`config.mk`:
```
export PLATFORM = sky130hd
export DESIGN_NAME = bsg_fsb_multichannel_client_flat
export DESIGN_NICKNAME = d
export VERILOG_FILES = /design/src/rtl/bsg_fsb_multichannel_client_if.sv /design/src/rtl/bsg_fsb_multichannel_client.sv /design/src/flat_wrapper.sv
export SDC_FILE = /design/constraint.sdc
export NUM_CORES = 2
export LEC_CHECK = 0
export ABC_AREA = 1
export BUFFER_PORTS_ARGS = -buffer_cell sky130_fd_sc_hd__buf_2
export CAP_MARGIN = 20
export CORE_MARGIN = 2
export CORE_UTILIZATION = 40
export CTS_CLUSTER_DIAMETER = 60
export DETAILED_ROUTE_END_ITERATION = 12
export SETUP_SLACK_MARGIN = 0.1
export SYNTH_ARGS = -nofsm -noshare
export SYNTH_HDL_FRONTEND = slang
export SYNTH_SLANG_ARGS = --single-unit
```
`constraint.sdc`:
```
create_clock -name clk_i -period 16.6 [get_ports clk_i]
set_clock_uncertainty 0.05 [all_clocks]
set_input_delay 3.32 -clock clk_i [delete_from_list [all_inputs] [get_ports clk_i]]
set_output_delay 3.32 -clock clk_i [all_outputs]
set_load 0.03 [all_outputs]
```
`src/rtl/bsg_fsb_multichannel_client_if.sv`:
```
// bsg_fsb_multichannel_client_if: ring-side and per-channel handshake bundle for the multichannel FSB client
interface bsg_fsb_multichannel_client_if #(
  parameter int ring_width_p    = 80,
  parameter int num_channels_p  = 4,
  parameter int payload_width_p = 64
);
  logic                                      en_i;
  logic                                      v_i;
  logic [ring_width_p-1:0]                   data_i;
  logic                                      ready_o;
  logic                                      v_o;
  logic [ring_width_p-1:0]                   data_o;
  logic                                      yumi_i;
  logic [num_channels_p-1:0]                 ch_v_i;
  logic [num_channels_p*payload_width_p-1:0] ch_data_i;
  logic [num_channels_p-1:0]                 ch_ready_o;
  logic [num_channels_p-1:0]                 ch_v_o;
  logic [num_channels_p*payload_width_p-1:0] ch_data_o;
  logic [num_channels_p-1:0]                 ch_yumi_i;
  logic                                      err_o;
  modport slave (
    input  en_i, v_i, data_i, yumi_i, ch_v_i, ch_data_i, ch_yumi_i,
    output ready_o, v_o, data_o, ch_ready_o, ch_v_o, ch_data_o, err_o
  );
  modport master (
    output en_i, v_i, data_i, yumi_i, ch_v_i, ch_data_i, ch_yumi_i,
    input  ready_o, v_o, data_o, ch_ready_o, ch_v_o, ch_data_o, err_o
  );
endinterface

```
`src/rtl/bsg_fsb_multichannel_client.sv`:
```
// bsg_fsb_multichannel_client: credit-based multiplexing of N channels onto one FSB ring port
module bsg_fsb_multichannel_client #(
  parameter int ring_width_p     = 80,
  parameter int dest_id_p        = 0,
  parameter int num_channels_p   = 4,
  parameter int payload_width_p  = 64,
  parameter int remote_credits_p = 8
) (
  input logic clk_i,
  input logic reset_i,
  bsg_fsb_multichannel_client_if.slave bus
);
  localparam int n        = num_channels_p;
  localparam int p        = payload_width_p;
  localparam int c        = remote_credits_p;
  localparam int cw       = (n > 1) ? $clog2(n) : 1;
  localparam int crw      = $clog2(c + 1);
  localparam int aw       = (c > 1) ? $clog2(c) : 1;
  localparam int hi       = ring_width_p - 1;
  localparam int chan_lsb = ring_width_p - 6 - cw;
  localparam int pay_lsb  = chan_lsb - p;

  if (4 + 1 + 1 + cw + p > ring_width_p) begin : g_width_check
    $error("ring_width_p too narrow for header plus payload");
  end

  function automatic logic [cw-1:0] rot(input logic [cw-1:0] base, input int k);
    return cw'((int'(base) + k) % n);
  endfunction

  function automatic logic [ring_width_p-1:0] pack(input logic kind, input logic [cw-1:0] ch, input logic [p-1:0] pl);
    logic [ring_width_p-1:0] r;
    r = '0;
    r[hi -: 4] = 4'(dest_id_p);
    r[hi-5] = kind;
    r[chan_lsb +: cw] = ch;
    r[pay_lsb +: p] = pl;
    return r;
  endfunction

  logic                    ready_q, v_q, err_q;
  logic [ring_width_p-1:0] data_q;
  logic [cw-1:0]           ret_ptr, data_ptr, ret_win, data_win;
  logic                    any_ret, any_data, load, take_ret, take_data;
  logic [p-1:0]            sel_pay;
  logic [n-1:0]            data_elig, ret_elig, data_gnt, ret_gnt;
  logic [n-1:0]            drop_full, over_credit;
  logic                    in_fire, in_ours, in_kind, in_bad_chan, err_set;
  logic [cw-1:0]           in_chan;
  logic                    unused_pad;

  assign unused_pad = ^bus.data_i;

  assign in_fire     = bus.v_i & ready_q;
  assign in_ours     = in_fire & (bus.data_i[hi -: 4] == 4'(dest_id_p)) & ~bus.data_i[hi-4];
  assign in_kind     = bus.data_i[hi-5];
  assign in_chan     = bus.data_i[chan_lsb +: cw];
  assign in_bad_chan = int'(in_chan) >= n;

  assign load      = bus.en_i & ~reset_i & (~v_q | bus.yumi_i);
  assign take_ret  = load & any_ret;
  assign take_data = load & ~any_ret & any_data;
  assign data_gnt  = take_data ? (n'(1) << data_win) : '0;
  assign ret_gnt   = take_ret ? (n'(1) << ret_win) : '0;
  assign sel_pay   = bus.ch_data_i[data_win*p +: p];
  assign err_set   = (in_ours & in_bad_chan) | (|drop_full) | (|over_credit);

  assign bus.ready_o    = ready_q;
  assign bus.v_o        = v_q;
  assign bus.data_o     = data_q;
  assign bus.err_o      = err_q;
  assign bus.ch_ready_o = data_gnt;

  // round-robin search per class: lowest offset from the class pointer wins
  always_comb begin
    ret_win  = '0;
    data_win = '0;
    any_ret  = 1'b0;
    any_data = 1'b0;
    for (int k = n - 1; k >= 0; k--) begin
      if (ret_elig[rot(ret_ptr, k)]) begin
        any_ret = 1'b1;
        ret_win = rot(ret_ptr, k);
      end
      if (data_elig[rot(data_ptr, k)]) begin
        any_data = 1'b1;
        data_win = rot(data_ptr, k);
      end
    end
  end

  // output register: loads credit returns first, otherwise data; holds until yumi
  always_ff @(posedge clk_i or posedge reset_i) begin
    if (reset_i) begin
      v_q    <= 1'b0;
      data_q <= '0;
    end else if (load) begin
      v_q    <= any_ret | any_data;
      data_q <= take_ret ? pack(1'b1, ret_win, '0) : take_data ? pack(1'b0, data_win, sel_pay) : data_q;
    end else if (bus.yumi_i) begin
      v_q <= 1'b0;
    end
  end

  // round-robin pointers move past the winner only when their class is granted
  always_ff @(posedge clk_i or posedge reset_i) begin
    if (reset_i) begin
      ret_ptr  <= '0;
      data_ptr <= '0;
    end else begin
      if (take_ret) ret_ptr <= rot(ret_win, 1);
      if (take_data) data_ptr <= rot(data_win, 1);
    end
  end

  // ring input opens on the first edge after reset and stays open
  always_ff @(posedge clk_i or posedge reset_i) begin
    if (reset_i) ready_q <= 1'b0;
    else ready_q <= 1'b1;
  end

  // sticky protocol error, cleared only by reset
  always_ff @(posedge clk_i or posedge reset_i) begin
    if (reset_i) err_q <= 1'b0;
    else if (err_set) err_q <= 1'b1;
  end

  for (genvar i = 0; i < n; i++) begin : g_ch
    logic [crw-1:0] credit, pend, cnt;
    logic [aw-1:0]  rd_ptr, wr_ptr;
    logic [p-1:0]   mem [c];
    logic           hit, data_in, ret_in, pop, full, wr_en;
    assign hit     = in_ours & ~in_bad_chan & (in_chan == cw'(i));
    assign data_in = hit & ~in_kind;
    assign ret_in  = hit & in_kind;
    assign pop     = bus.ch_yumi_i[i] & (cnt != '0);
    assign full    = cnt == crw'(c);
    assign wr_en   = data_in & (~full | pop);
    assign drop_full[i]   = data_in & full & ~pop;
    assign over_credit[i] = ret_in & (credit == crw'(c)) & ~data_gnt[i];
    assign data_elig[i]   = bus.ch_v_i[i] & (credit != '0);
    assign ret_elig[i]    = pend != '0;
    assign bus.ch_v_o[i]  = cnt != '0;
    assign bus.ch_data_o[i*p +: p] = mem[rd_ptr];
    // credits: returns add, granted data subtracts, saturate at the remote buffer depth
    always_ff @(posedge clk_i or posedge reset_i) begin
      if (reset_i) credit <= crw'(c);
      else if (ret_in & ~data_gnt[i] & (credit != crw'(c))) credit <= credit + 1'b1;
      else if (data_gnt[i] & ~ret_in) credit <= credit - 1'b1;
    end
    // pending returns: each local pop owes the remote one credit
    always_ff @(posedge clk_i or posedge reset_i) begin
      if (reset_i) pend <= '0;
      else if (pop & ~ret_gnt[i]) pend <= pend + 1'b1;
      else if (ret_gnt[i] & ~pop) pend <= pend - 1'b1;
    end
    // receive FIFO occupancy and pointers; push on full is allowed when a pop frees a slot
    always_ff @(posedge clk_i or posedge reset_i) begin
      if (reset_i) begin
        cnt    <= '0;
        rd_ptr <= '0;
        wr_ptr <= '0;
      end else begin
        if (wr_en) wr_ptr <= (wr_ptr == aw'(c - 1)) ? '0 : wr_ptr + 1'b1;
        if (pop) rd_ptr <= (rd_ptr == aw'(c - 1)) ? '0 : rd_ptr + 1'b1;
        cnt <= cnt + crw'(wr_en) - crw'(pop);
      end
    end
    // receive FIFO storage
    always_ff @(posedge clk_i) begin
      if (wr_en) mem[wr_ptr] <= bus.data_i[pay_lsb +: p];
    end
  end
endmodule

```
`src/flat_wrapper.sv`:
```
// flat-port wrapper written by rule: the top's interface ports become plain ports
module bsg_fsb_multichannel_client_flat 
#(
  parameter int ring_width_p     = 80,
  parameter int dest_id_p        = 0,
  parameter int num_channels_p   = 4,
  parameter int payload_width_p  = 64,
  parameter int remote_credits_p = 8
)
  (clk_i, reset_i, bus_en_i, bus_v_i, bus_data_i, bus_yumi_i, bus_ch_v_i, bus_ch_data_i, bus_ch_yumi_i, bus_ready_o, bus_v_o, bus_data_o, bus_ch_ready_o, bus_ch_v_o, bus_ch_data_o, bus_err_o);
  bsg_fsb_multichannel_client_if #(.ring_width_p(ring_width_p), .num_channels_p(num_channels_p), .payload_width_p(payload_width_p)) bus_i ();
  input logic clk_i;
  input logic reset_i;
  input wire logic [$bits(bus_i.en_i)-1:0] bus_en_i;
  input wire logic [$bits(bus_i.v_i)-1:0] bus_v_i;
  input wire logic [$bits(bus_i.data_i)-1:0] bus_data_i;
  input wire logic [$bits(bus_i.yumi_i)-1:0] bus_yumi_i;
  input wire logic [$bits(bus_i.ch_v_i)-1:0] bus_ch_v_i;
  input wire logic [$bits(bus_i.ch_data_i)-1:0] bus_ch_data_i;
  input wire logic [$bits(bus_i.ch_yumi_i)-1:0] bus_ch_yumi_i;
  output wire logic [$bits(bus_i.ready_o)-1:0] bus_ready_o;
  output wire logic [$bits(bus_i.v_o)-1:0] bus_v_o;
  output wire logic [$bits(bus_i.data_o)-1:0] bus_data_o;
  output wire logic [$bits(bus_i.ch_ready_o)-1:0] bus_ch_ready_o;
  output wire logic [$bits(bus_i.ch_v_o)-1:0] bus_ch_v_o;
  output wire logic [$bits(bus_i.ch_data_o)-1:0] bus_ch_data_o;
  output wire logic [$bits(bus_i.err_o)-1:0] bus_err_o;
  assign bus_i.en_i = bus_en_i;
  assign bus_i.v_i = bus_v_i;
  assign bus_i.data_i = bus_data_i;
  assign bus_i.yumi_i = bus_yumi_i;
  assign bus_i.ch_v_i = bus_ch_v_i;
  assign bus_i.ch_data_i = bus_ch_data_i;
  assign bus_i.ch_yumi_i = bus_ch_yumi_i;
  assign bus_ready_o = bus_i.ready_o;
  assign bus_v_o = bus_i.v_o;
  assign bus_data_o = bus_i.data_o;
  assign bus_ch_ready_o = bus_i.ch_ready_o;
  assign bus_ch_v_o = bus_i.ch_v_o;
  assign bus_ch_data_o = bus_i.ch_data_o;
  assign bus_err_o = bus_i.err_o;
  bsg_fsb_multichannel_client #(.ring_width_p(ring_width_p), .dest_id_p(dest_id_p), .num_channels_p(num_channels_p), .payload_width_p(payload_width_p), .remote_credits_p(remote_credits_p)) u_core (.clk_i(clk_i), .reset_i(reset_i), .bus(bus_i));
endmodule
```
# Word-level counts from Yosys, hierarchy flattened
# Memory sizes are Yosys's and may differ from the RTL's.
# Index checks and enable logic that the tools add are counted.
[word_totals] memories=4 ramBits=2048 out_inout_bits=347 input_bits=349 word_cells=301 reg_bits=159
[classes] eq_ne=23 muxes=70 n_reduce_logical=27 n_addsub=40 magnitude_cmp=8 n_bitwise=100 shift=3
[mem_list] memory="u_core.g_ch[0].mem" depth=8 width=64 rd=1 rd_clocked_by_memory_dff=0 wr=1 line="bsg_fsb_multichannel_client.sv:131" rtl="logic [p-1:0] mem [c];"
[mem_list] memory="u_core.g_ch[1].mem" depth=8 width=64 rd=1 rd_clocked_by_memory_dff=0 wr=1 line="bsg_fsb_multichannel_client.sv:131"
[mem_list] memory="u_core.g_ch[2].mem" depth=8 width=64 rd=1 rd_clocked_by_memory_dff=0 wr=1 line="bsg_fsb_multichannel_client.sv:131"
[mem_list] memory="u_core.g_ch[3].mem" depth=8 width=64 rd=1 rd_clocked_by_memory_dff=0 wr=1 line="bsg_fsb_multichannel_client.sv:131"
[op_table] cell="$shiftx A256 B9 Y64" n=1
[op_table] cell="$mux W80" n=2
[op_table] cell="$mux W4" n=18
[op_table] cell="$and A1 B1 Y1" n=68
[op_table] cell="$reduce_bool A4 Y1" n=12
[op_table] cell="$add A4 B1 Y4 const B" n=8
[op_table] cell="$eq A4 B4 Y1 const B" n=8
[op_table] cell="$sub A4 B1 Y4 const B" n=8
[op_table] cell="$mux W1" n=26
[op_table] cell="$not A1 Y1" n=25
[op_table] cell="$add A3 B1 Y3 const B" n=8
[op_table] cell="$eq A3 B3 Y1 const B" n=8
[op_table] cell="$lt A2 B3 Y1 const B" n=8
[op_table] cell="$mux W3" n=8
[op_table] cell="$reduce_bool A2 Y1" n=10
[op_table] cell="$add A4 B1 Y4" n=4
[op_table] cell="$bmux W1 S2" n=8
[op_table] cell="$mux W2" n=8
[op_table] cell="$ne A4 B4 Y1 const B" n=4
[op_table] cell="$sub A4 B1 Y4" n=4
[op_table] cell="$add A2 B1 Y2 const B" n=4
[op_table] cell="$add A2 B2 Y2 const B" n=4
[op_table] cell="$reduce_or A4 Y1" n=2
[op_table] cell="$shl A1 B2 Y4 const A" n=2
[op_table] cell="6 further kinds" n=13

# Logic depth before layout (Yosys ltp)
[logic_depth] word_depth=15 mapped_depth=23 ltp_nobuf=23

# Least setup slack after synthesis
# OpenSTA, ideal clock, no wires.
[synth_path] path_type="input to register" from="input bus_data_i[79]" to="memory u_core.g_ch[3].mem[3][0] (netlist name) (enable)" n_path_buf=0 setup_slack_ns=6.990 setup_ns=0.565 stages=10 t_arrival_ns=8.995 required_time_ns=15.985 path_cell_list="or2_2 -> nor4_2 -> inv_1 -> nor2_1 -> inv_1 -> nor3_4 -> inv_1 -> nor2_1 -> inv_1 -> nor3_1"
[synth_between] elab_chain_len=8
[synth_rtl] element="from (decl)" line="flat_wrapper.sv:16" rtl="input wire logic [$bits(bus_i.data_i)-1:0] bus_data_i;"
[synth_rtl] element="$logic_not A4 Y1" line="bsg_fsb_multichannel_client.sv:55" rtl="assign in_ours = in_fire & (bus.data_i[hi -: 4] == 4'(dest_id_p)) & ~bus.data_i[hi-4];"
[synth_rtl] element="$and A1 B1 Y1 (2 in series)" line="bsg_fsb_multichannel_client.sv:55"
[synth_rtl] element="$and A1 B1 Y1" line="bsg_fsb_multichannel_client.sv:133" rtl="assign hit = in_ours & ~in_bad_chan & (in_chan == cw'(i));"
[synth_rtl] element="$and A1 B1 Y1" line="bsg_fsb_multichannel_client.sv:134" rtl="assign data_in = hit & ~in_kind;"
[synth_rtl] element="$and A1 B1 Y1" line="bsg_fsb_multichannel_client.sv:138" rtl="assign wr_en = data_in & (~full | pop);"
[synth_rtl] element="via u_core.g_ch[3].wr_en" line="bsg_fsb_multichannel_client.sv:132" rtl="logic hit, data_in, ret_in, pop, full, wr_en;"
[synth_rtl] element="$mux W1" line="bsg_fsb_multichannel_client.sv:171" rtl="if (wr_en) mem[wr_ptr] <= bus.data_i[pay_lsb +: p];"
[synth_rtl] element="$mux W1 (not written as such)" line="bsg_fsb_multichannel_client.sv:171"
[synth_rtl] element="to (decl)" line="bsg_fsb_multichannel_client.sv:131"
# The timed path passes the listed nets, and every way through them passes these cells.

# Worst setup path in the final report
[layout_path] from="input reset_i" to="output bus_ch_ready_o[0]"
[layout_between] elab_chain_len=6
[layout_rtl] element="from (decl)" line="flat_wrapper.sv:13" rtl="input logic reset_i;"
[layout_rtl] element="$not A1 Y1" line="bsg_fsb_multichannel_client.sv:60" rtl="assign load = bus.en_i & ~reset_i & (~v_q | bus.yumi_i);"
[layout_rtl] element="$and A1 B1 Y1 (2 in series)" line="bsg_fsb_multichannel_client.sv:60"
[layout_rtl] element="$and A1 B1 Y1 (2 in series)" line="bsg_fsb_multichannel_client.sv:62" rtl="assign take_data = load & ~any_ret & any_data;"
[layout_rtl] element="$mux W4" line="bsg_fsb_multichannel_client.sv:63" rtl="assign data_gnt = take_data ? (n'(1) << data_win) : '0;"
[layout_rtl] element="to (decl)" line="flat_wrapper.sv:24" rtl="output wire logic [$bits(bus_i.ch_ready_o)-1:0] bus_ch_ready_o;"
# No other way between the ends.

==> results_dict.tcl <==
set metrics [dict create \
    run_status "finished clean" \
    arrival_ns 5.71 \
    rows 171 \
    fin_crit_ns 9.08 \
    finalCritPeriodShare_pct 54.7 \
    clk_pin_slew_ns 0.06 \
    ys_warn_count 0 \
    die_h_um 472 \
    grt_max_degree 160 \
    gr-usage-all-layers_pct 23.7 \
    coreArea_mm2 0.218 \
    place_ws_ns 7.59 \
    ys_ff_latch 2194 \
    die_w_um 472 \
    cpMaxStageDelayCell "nor3_1" \
    final_area_mm2 0.101 \
    rrSetupSlack_ns 12.57 \
    final_antenna_net_count 0 \
    critPathMaxStageDelay_ns 0.59 \
    path_cells "buf_2 -> nor3_1 -> nand3_4 -> a21oi_4 -> buf_4 -> nand2_1 -> inv_1 -> buf_2" \
    multi_input_area_mm2 0.0205 \
    gr-total-overflow 0 \
    grt_pass1_wl_um 387000 \
    clk_latency_ns 0.86 \
    routedWlPerCell_um 25.5 \
    clockBufferDepth 3 \
    syn_area_per_cell_um2 12.5 \
    route.detailed.drc 0 \
    io_buffer_count 674 \
    drive_gt1_share_pct 15.7 \
    worst_pin_slew_ns 1.24 \
    synth_area_mm2 0.0878 \
    cap_violations 0 \
    cts_tree "done" \
    dp.final_hpwl_um 161000 \
    root_buffer "clkbuf_16" \
    ctsHtreeMaxLevel 4 \
    endpoint_kind "output port" \
    path_delay_family "simple AND/OR/NAND/NOR gates" \
    slew_viol_final 0 \
    via_count 58700 \
    nNetsFinal 8009 \
    cts_resized 0 \
    cts_buffers 227 \
    holdCritPathClass "flop to flop" \
    via_per_inst 5.52 \
    dieArea_mm2 0.223 \
    syn_inst 7007 \
    layout_setup_ws_ns 7.52 \
    initial_utilization_pct 40.3 \
    cts_setup_buffers 0 \
    clock.fmax_mhz 110 \
    regArea_mm2 0.0652 \
    finalWirelength_um 272000 \
    setup_tns_ns 0 \
    critPathBufInv 4 \
    ir_drop_v 0.000134 \
    crit_type "primary input to output port" \
    required_ns 13.23 \
    grt_pass1_vias 55800 \
    pin_count 696 \
    finalSetupViolCount 0 \
    fill_cells 19200 \
    cp-start-kind "primary input" \
    ys_seq_area_share_pct 74.2 \
    synth.distinct_cells 51 \
    rsz0062_at_grt "no" \
    area.growth.synth_to_final_pct 15.5 \
    gp_congestion 0.906 \
    crit_path_max_fanout 59 \
    p_total_w 0.0177 \
    dpl-instance-area_mm2 0.0940 \
    drt_iter0_drc 5345 \
    p_per_area_mw_per_mm2 175 \
    critPathMostFrequentCell "buf_2" \
    clkSinkCount 2194 \
    final-hold-violation-count 0 \
    power.leakage_nw 35.0 \
    hold_ws_ns 0.423 \
    antenna_found_initial 49 \
    relSlewSlack_pct 16.1 \
    hold_buffers 0 \
    first_pass_iters 8 \
]
[area by class of cell]
cell class	instances	area share, %
multi-input combinational	4238	20.2
clock buffer	278	5.84
sequential	2194	64.3
timing repair buffer	789	4.18
clock inverter	142	1.36
tap	2854	3.52
inverter	134	0.550
antenna	21	0.0518
[cells in the mapped netlist, drive strengths merged]
master / n / area, um^2
xnor2: 21 / 184
edfxtp: 2048 / 61500
xor2: 9 / 86.3
o21ai: 1116 / 5600
fa: 12 / 240
o221ai: 1 / 8.76
mux2i: 1 / 13.8
o2111ai: 55 / 482
a21o: 2 / 15.0
a31oi: 261 / 1630
mux2: 3 / 33.8
nand3: 113 / 593
o211ai: 9 / 67.6
a21oi: 17 / 96.4
conb: 2 / 7.51
inv: 134 / 505
dfstp: 4 / 105
nor4: 3 / 25.0
o32ai: 1 / 8.76
nor2: 1915 / 7210
o31ai: 1 / 7.51
nand2: 304 / 1170
a22oi: 5 / 37.5
and3: 1 / 6.26
or2: 9 / 56.3
a211oi: 2 / 15.0
ha: 64 / 801
o22ai: 257 / 1610
nor3: 37 / 208
dfrtp: 142 / 3550
o21a: 1 / 7.51
clkbuf: 356 / 1340
nand4: 2 / 12.5
nand3b: 2 / 15.0
buf: 97 / 514
[cell families after synthesis]
group | share of synthesized area [%]
XOR/XNOR | 0.308
adder cells (fa/ha/maj) | 1.19
multiplexers | 0.0542
AO/OA/AOI/OAI | 10.9
buffers and inverters | 2.68
other | 0.00856
AND/OR/NAND/NOR | 10.6
flip-flops | 74.2
[registers in the layout (all words and copies together) (netlist names), 12 cells and up]
register            count
u_core.g_ch.mem      2048
u_core.bus.data_o      67
u_core.g_ch.cnt        16
u_core.g_ch.credit     16
u_core.g_ch.pend       16
u_core.g_ch.rd_ptr     12
u_core.g_ch.wr_ptr     12
[power breakdown]
| part | leakage, nW | internal (W) | switching, W |
|---|---|---|---|
| Combinational | 11.2 | 0.00163 | 0.00481 |
| Clock | 3.54 | 0.00277 | 0.00219 |
| Sequential | 20.2 | 0.00613 | 0.000171 |
| Total | 35.0 | 0.0105 | 0.00718 |
[per-stage QoR]
step,util [%],instances
after floorplan,-,7019
after global placement,43.2,10200
after detailed placement,43.2,10200
after CTS,46.6,10600
after global routing,46.6,10600
final,46.6,10700
[routing by layer]
layer / up-vias / GRT usage (%) / wire length, um / share of wire, %
met1: 29500 / 30.1 / 109000 / 40
met3: 470 / 4.12 / 17900 / 6.6
met4: 14 / 10.7 / 13100 / 4.8
met2: 2192 / 39.8 / 132000 / 49
li1: 26600 / - / - / -
met5: - / 0 / 107 / 0.039
[path summary, 6_finish.rpt]
check                      cells past startpoint                        end                   start
setup reg to reg                              10  u_core.g_ch[0].mem[0][58]      u_core.bus.ready_o
min in group asynchronous                      2             u_core.bus.v_o                 reset_i
setup / recovery                               8          bus_ch_ready_o[0]                 reset_i
max in group asynchronous                      3   u_core.g_ch[3].rd_ptr[0]                 reset_i
hold reg to reg                                1     u_core.g_ch[0].pend[3]  u_core.g_ch[0].pend[3]
hold / removal                                 1     u_core.g_ch[0].pend[3]  u_core.g_ch[0].pend[3]
[worst reg2reg max path, cell delays in order (launching register included)]
cell      delay, ns
dfrtp_1        0.34
nand2_1        0.09
nor4_2         0.48
nand3b_1       0.19
nor2_1         0.17
nand2_1        0.26
inv_1          0.36
nand2_1        0.23
nor3_2         0.15
buf_4          0.62
buf_4          0.70
[cell usage in the layout, fill, tap and decap left out, drive strengths merged, types with 17 or more instances in the layout]
master,instances
nor3,37
nand2,304
o2111ai,55
o21ai,1116
dfrtp,142
inv,141
a21oi,17
edfxtp,2048
xnor2,21
nand3,113
a31oi,261
diode,21
o22ai,257
clkinv,114
buf,788
nor2,1915
clkbuf,279
ha,64
(Power assumes the default switching activity.)
